## config.mk

```make
export PLATFORM = sky130hd
export DESIGN_NAME = exibe_sequencia
export DESIGN_NICKNAME = d
export VERILOG_FILES = /design/src/rtl/genius_pkg.sv /design/src/rtl/contador_m.sv /design/src/rtl/exibe_sequencia.sv
export SDC_FILE = /design/constraint.sdc
export NUM_CORES = 1
export LEC_CHECK = 0
export BUFFER_PORTS_ARGS = -buffer_cell sky130_fd_sc_hd__buf_2
export CAP_MARGIN = 25
export CELL_PAD_IN_SITES_DETAIL_PLACEMENT = 1
export CELL_PAD_IN_SITES_GLOBAL_PLACEMENT = 2
export CORE_MARGIN = 3
export CORE_UTILIZATION = 35
export CTS_CLUSTER_DIAMETER = 150
export DETAILED_ROUTE_END_ITERATION = 6
export HOLD_SLACK_MARGIN = 0.05
export PLACE_DENSITY = 0.8
export REMOVE_ABC_BUFFERS = 1
export SYNTH_ARGS = -nofsm -noshare
export SYNTH_HDL_FRONTEND = slang
export SYNTH_SLANG_ARGS = --single-unit
```

## constraint.sdc

```tcl
create_clock -name clock -period 2.4 [get_ports clock]
set_clock_uncertainty 0.2 [all_clocks]
set_input_delay 0.12 -clock clock [delete_from_list [all_inputs] [get_ports clock]]
set_output_delay 0.12 -clock clock [all_outputs]
set_load 0.03 [all_outputs]
```

## src/rtl/genius_pkg.sv

```systemverilog
// Shared definitions for the memory game: FSM state codes (also decoded on the
// 7-segment debug display) and the sequence memory geometry.
package genius_pkg;

  localparam int ADDR_W = 4;
  localparam int DATA_W = 4;

  typedef enum logic [3:0] {
    IDLE    = 4'd0,
    CARREGA = 4'd1,
    ACESO   = 4'd2,
    APAGADO = 4'd3,
    FIM     = 4'd4
  } estado_t;

endpackage

```

## src/rtl/contador_m.sv

```systemverilog
// Modulo-M counter with async clear, sync clear and enable; fim flags the
// terminal count M-1 so a state can end on its last cycle.
module contador_m #(
  parameter int M = 16
) (
  input  logic clock,
  input  logic reset,
  input  logic zera_s,
  input  logic conta,
  output logic fim
);

  localparam int W = (M > 1) ? $clog2(M) : 1;

  logic [W-1:0] q;

  always_ff @(posedge clock or posedge reset) begin
    if (reset) begin
      q <= '0;
    end else if (zera_s) begin
      q <= '0;
    end else if (conta) begin
      if (q == W'(M - 1)) q <= '0;
      else                q <= q + W'(1);
    end
  end

  assign fim = (q == W'(M - 1));

endmodule

```

## src/rtl/exibe_sequencia.sv

```systemverilog
// Playback of the stored sequence on the LEDs: items 0..rodada, each lit for
// T_ON cycles after a one-cycle RAM settle, followed by a T_OFF dark gap.
module exibe_sequencia
  import genius_pkg::*;
#(
  parameter int T_ON  = 500,
  parameter int T_OFF = 250
) (
  input  logic              clock,
  input  logic              reset,
  input  logic              iniciar,
  input  logic              parar,
  input  logic [ADDR_W-1:0] rodada,
  input  logic [DATA_W-1:0] mem_dado,
  output logic [ADDR_W-1:0] mem_endereco,
  output logic [DATA_W-1:0] leds,
  output logic              exibindo,
  output logic              pronto,
  output logic [3:0]        db_estado
);

  estado_t           estado, proximo;
  logic [ADDR_W-1:0] endereco;
  logic [ADDR_W-1:0] rodada_reg;
  logic              fim_on, fim_off;
  logic              zera_on, zera_off;
  logic              conta_on, conta_off;
  logic              partida;
  logic              ultimo_item;

  assign partida     = (estado == IDLE) && iniciar && !parar;
  assign ultimo_item = (endereco == rodada_reg);

  always_ff @(posedge clock or posedge reset) begin
    if (reset) estado <= IDLE;
    else       estado <= proximo;
  end

  // parar overrides every transition out of a non-IDLE state.
  always_comb begin
    proximo = estado;
    case (estado)
      IDLE:    if (partida) proximo = CARREGA;
      CARREGA: proximo = ACESO;
      ACESO:   if (fim_on) proximo = APAGADO;
      APAGADO: if (fim_off) proximo = ultimo_item ? FIM : CARREGA;
      FIM:     proximo = IDLE;
      default: proximo = IDLE;
    endcase
    if (estado != IDLE && parar) proximo = IDLE;
  end

  always_comb begin
    leds      = (estado == ACESO) ? mem_dado : '0;
    exibindo  = (estado != IDLE);
    pronto    = (estado == FIM);
    db_estado = estado;
  end

  always_ff @(posedge clock or posedge reset) begin
    if (reset) begin
      endereco   <= '0;
      rodada_reg <= '0;
    end else if (partida) begin
      endereco   <= '0;
      rodada_reg <= rodada;
    end else if (estado == APAGADO && fim_off && !parar && !ultimo_item) begin
      endereco   <= endereco + ADDR_W'(1);
    end
  end

  assign mem_endereco = endereco;

  // Each timer is cleared on the cycle its state is being entered.
  assign zera_on   = (proximo == ACESO)   && (estado != ACESO);
  assign zera_off  = (proximo == APAGADO) && (estado != APAGADO);
  assign conta_on  = (estado == ACESO);
  assign conta_off = (estado == APAGADO);

  contador_m #(.M(T_ON)) u_timer_on (
    .clock  (clock),
    .reset  (reset),
    .zera_s (zera_on),
    .conta  (conta_on),
    .fim    (fim_on)
  );

  contador_m #(.M(T_OFF)) u_timer_off (
    .clock  (clock),
    .reset  (reset),
    .zera_s (zera_off),
    .conta  (conta_off),
    .fim    (fim_off)
  );

endmodule
```

==> flow_summary.ini <==
[outcome]
status = finished, final reports clean

[global_routing]
antenna_found_initial = 0
grtUsageMet2_pct = 28.28
grt_busiest_layer = met2
grt_pass1_wl_mm = 7.355
grt-ovfl-total = 0
use_met1_pct = 22.66
use_met3_pct = 3.562
globalRouteTotalUtil_pct = 17.24
grt_pass1_vias = 1547
grt_max_degree = 30

[clocking]
cts_root_buf = clkbuf_8
ctsResizeCount = 0
cts_max_path_buffers = 2
cts_made_buffers = 5
clock-sinks = 29
postCtsSetupBuffers = 0
clock_latency_ps = 280
cts_tree = done
clk_pin_slew_ps = 60
htreeDepth = 2

[final_layout]
drive_gt1_share_pct = 21.63
top_regs = u_timer_on.q (9), u_timer_off.q (8)
seq_area_um2 = 725.7
final_core_util_pct = 44.97
diodes = 0
stdcell_area_um2 = 2026
fillers = 517
final_nets = 223
areaGrowthSynthToFinish_pct = 20.19
multiInputGateArea_um2 = 905.9
top_register = u_timer_on.q
largest_register_ffs = 9

[synthesis]
ys_ff_latch = 29
synth_compound_area_share_pct = 17.89
synthAdderAreaFrac_pct = 3.563
synth_simple_gate_area_share_pct = 25.02
netlist_area_um2 = 1685
synth_flop_cell = dfrtp_1
synthXorXnorAreaFrac_pct = 2.598
synth_top_area_cell = dfrtp_1
synthCells = 170
synth_cell_types = 52
synth_top_area_share_pct = 43.06
syn_avg_cell_area_um2 = 9.914
synth_top_family_by_area = simple AND/OR/NAND/NOR gates
synth_edf_count = 0
synth.area.mux_share_pct = 4.454
ys.warnings.count = 0
synth_area_leaders = dfrtp_1 (43%), o21ai_0 (3.3%), ha_1 (3.0%), nand3_1 (2.7%), mux2_2 (2.7%)
ys_seq_area_share_pct = 43.06
ys_async_sr_fraction_pct = 100.0

[critical_path]
cp_max_fo = 7
cp.arrival_ps = 2150
critPathLaunch = db_estado[3]
endpoint = u_timer_off.q[5]
r2r_cells = 4
critPathKind = reg2reg
critical_path_required_ps = 2360
rrSetupSlack_ps = 210
rr_startpoint = db_estado[3]
start_kind = flop
reg2reg_to = u_timer_off.q[5]
crit_path_end_kind = flop

[sta]
setup_tns_ps = 0
setup_viol = 0
fmax_ghz = 0.4560
period_share_pct = 91.38
fin_crit_ps = 2193
rsz0062_at_grt = false
hold_viol_final = 0
hold_ws_ps = 264.0
slew_viol_final = 0

[power]
p_per_area_nw_per_um2 = 596.5
ir_drop_mv = 0.2394
fin_total_pwr_mw = 1.208
leakagePower_nw = 0.9478

[die]
start_util_pct = 37.42
io_pins = 26
rows = 24
die-height_um = 75.39
die-area_um2 = 5684
die_w_um = 75.39
core_area_um2 = 4504

[drt]
first_iter_violations = 60
drc = 0
routedWlPerCell_um = 17.05
dr.pass1.iters = 4
vias = 1485
ant_nets = 0
wirelength_mm = 4.434
vias_per_cell = 5.712

[flow_run]
drv_cap = 0

[placement]
port_buffers = 25
place_hpwl_mm = 3.377
placed_area_um2 = 1886
place.gp.congestion = 0.8038

[hold_path]
min_path_type = in2async
metal layers:
layer	vias up	part of all wire, %
met4	0	1.2
met1	741	48
met5	-	0
li1	717	-
met3	5	3.4
met2	22	48
synthesized netlist by cell type, types with 4 or more instances:
cell and instances:
a21oi_1 8, a31oi_1 4, and2_1 6, and3_1 6, clkbuf_1 5, dfrtp_1 29
ha_1 4, inv_1 5, mux2_2 4, nand2_1 9, nand3_1 9, nand4_1 6
nor2_1 4, nor3b_1 4, o21ai_0 11, xnor2_1 4
cells in the final DEF (no fill, tap or decap), types with 5 or more instances in the layout:
master         count
dfrtp_1           29
buf_2             25
o21ai_0           11
nand3_1            9
nand2_1            9
a21oi_1            8
and3_1             6
nand4_1            6
and2_1             6
dlygate4sd3_1      6
buf_4              6
inv_1              5
clkbuf_8           5
power by group:
group / internal [mW] / total, mW / leakage, nW / switching, mW
Combinational: 0.0929 / 0.191 / 0.550 / 0.0980
Sequential: 0.555 / 0.642 / 0.358 / 0.0871
Clock: 0.205 / 0.376 / 0.0395 / 0.170
Total: 0.853 / 1.21 / 0.948 / 0.355
area by class of cell:
type	count	area share, %
Inverter	5	0.9265
Timing Repair Buffer	37	11.37
Tap cell	52	3.212
Multi-Input combinational cell	129	44.72
Clock buffer	8	3.953
Sequential cell	29	35.82
worst min-delay path by stage:
stage | start | end | slack, ps | cells past startpoint
finish | reset | u_timer_on.q[0] | 260 | 4
global route | iniciar | rodada_reg[1] | 310 | 3
CTS | reset | u_timer_on.q[7] | 270 | 4
detailed placement | reset | rodada_reg[3] | 20 | 3
global placement | reset | rodada_reg[3] | 9 | 3
floorplan | parar | db_estado[2] | -7 | 1
through the flow:
step / setup slack [ps] / cells
2_1_floorplan: 150.5 / 163
3_3_place_gp: 262.8 / 246
3_5_place_dp: 196.9 / 246
4_1_cts: 183.1 / 260
5_1_grt: 111.5 / 260
6_report: 206.8 / 260
what timing repair did:
item / in CTS / in global routing
endpoints found under the setup margin: 0 / 0
hold buffers: 6 / 0
hold endpoints to repair: 36 / 0
worst max-delay path, stage by stage, from the launching register on:
cell      delay [ps]
dfrtp_1          450
or4b_4           580
nor4_4           320
o311ai_1         200
a211o_1          330
cells by family (layout without fill, tap and decap cells):
logic type	after synthesis	after routing
other cells	1	1
fa+ha+maj	5	5
flops	29	29
simple gates	65	65
xor+xnor	5	5
buf+inv	12	50
mux	7	7
compound gates	46	46
Note: power is estimated with default switching activity, not from simulation.
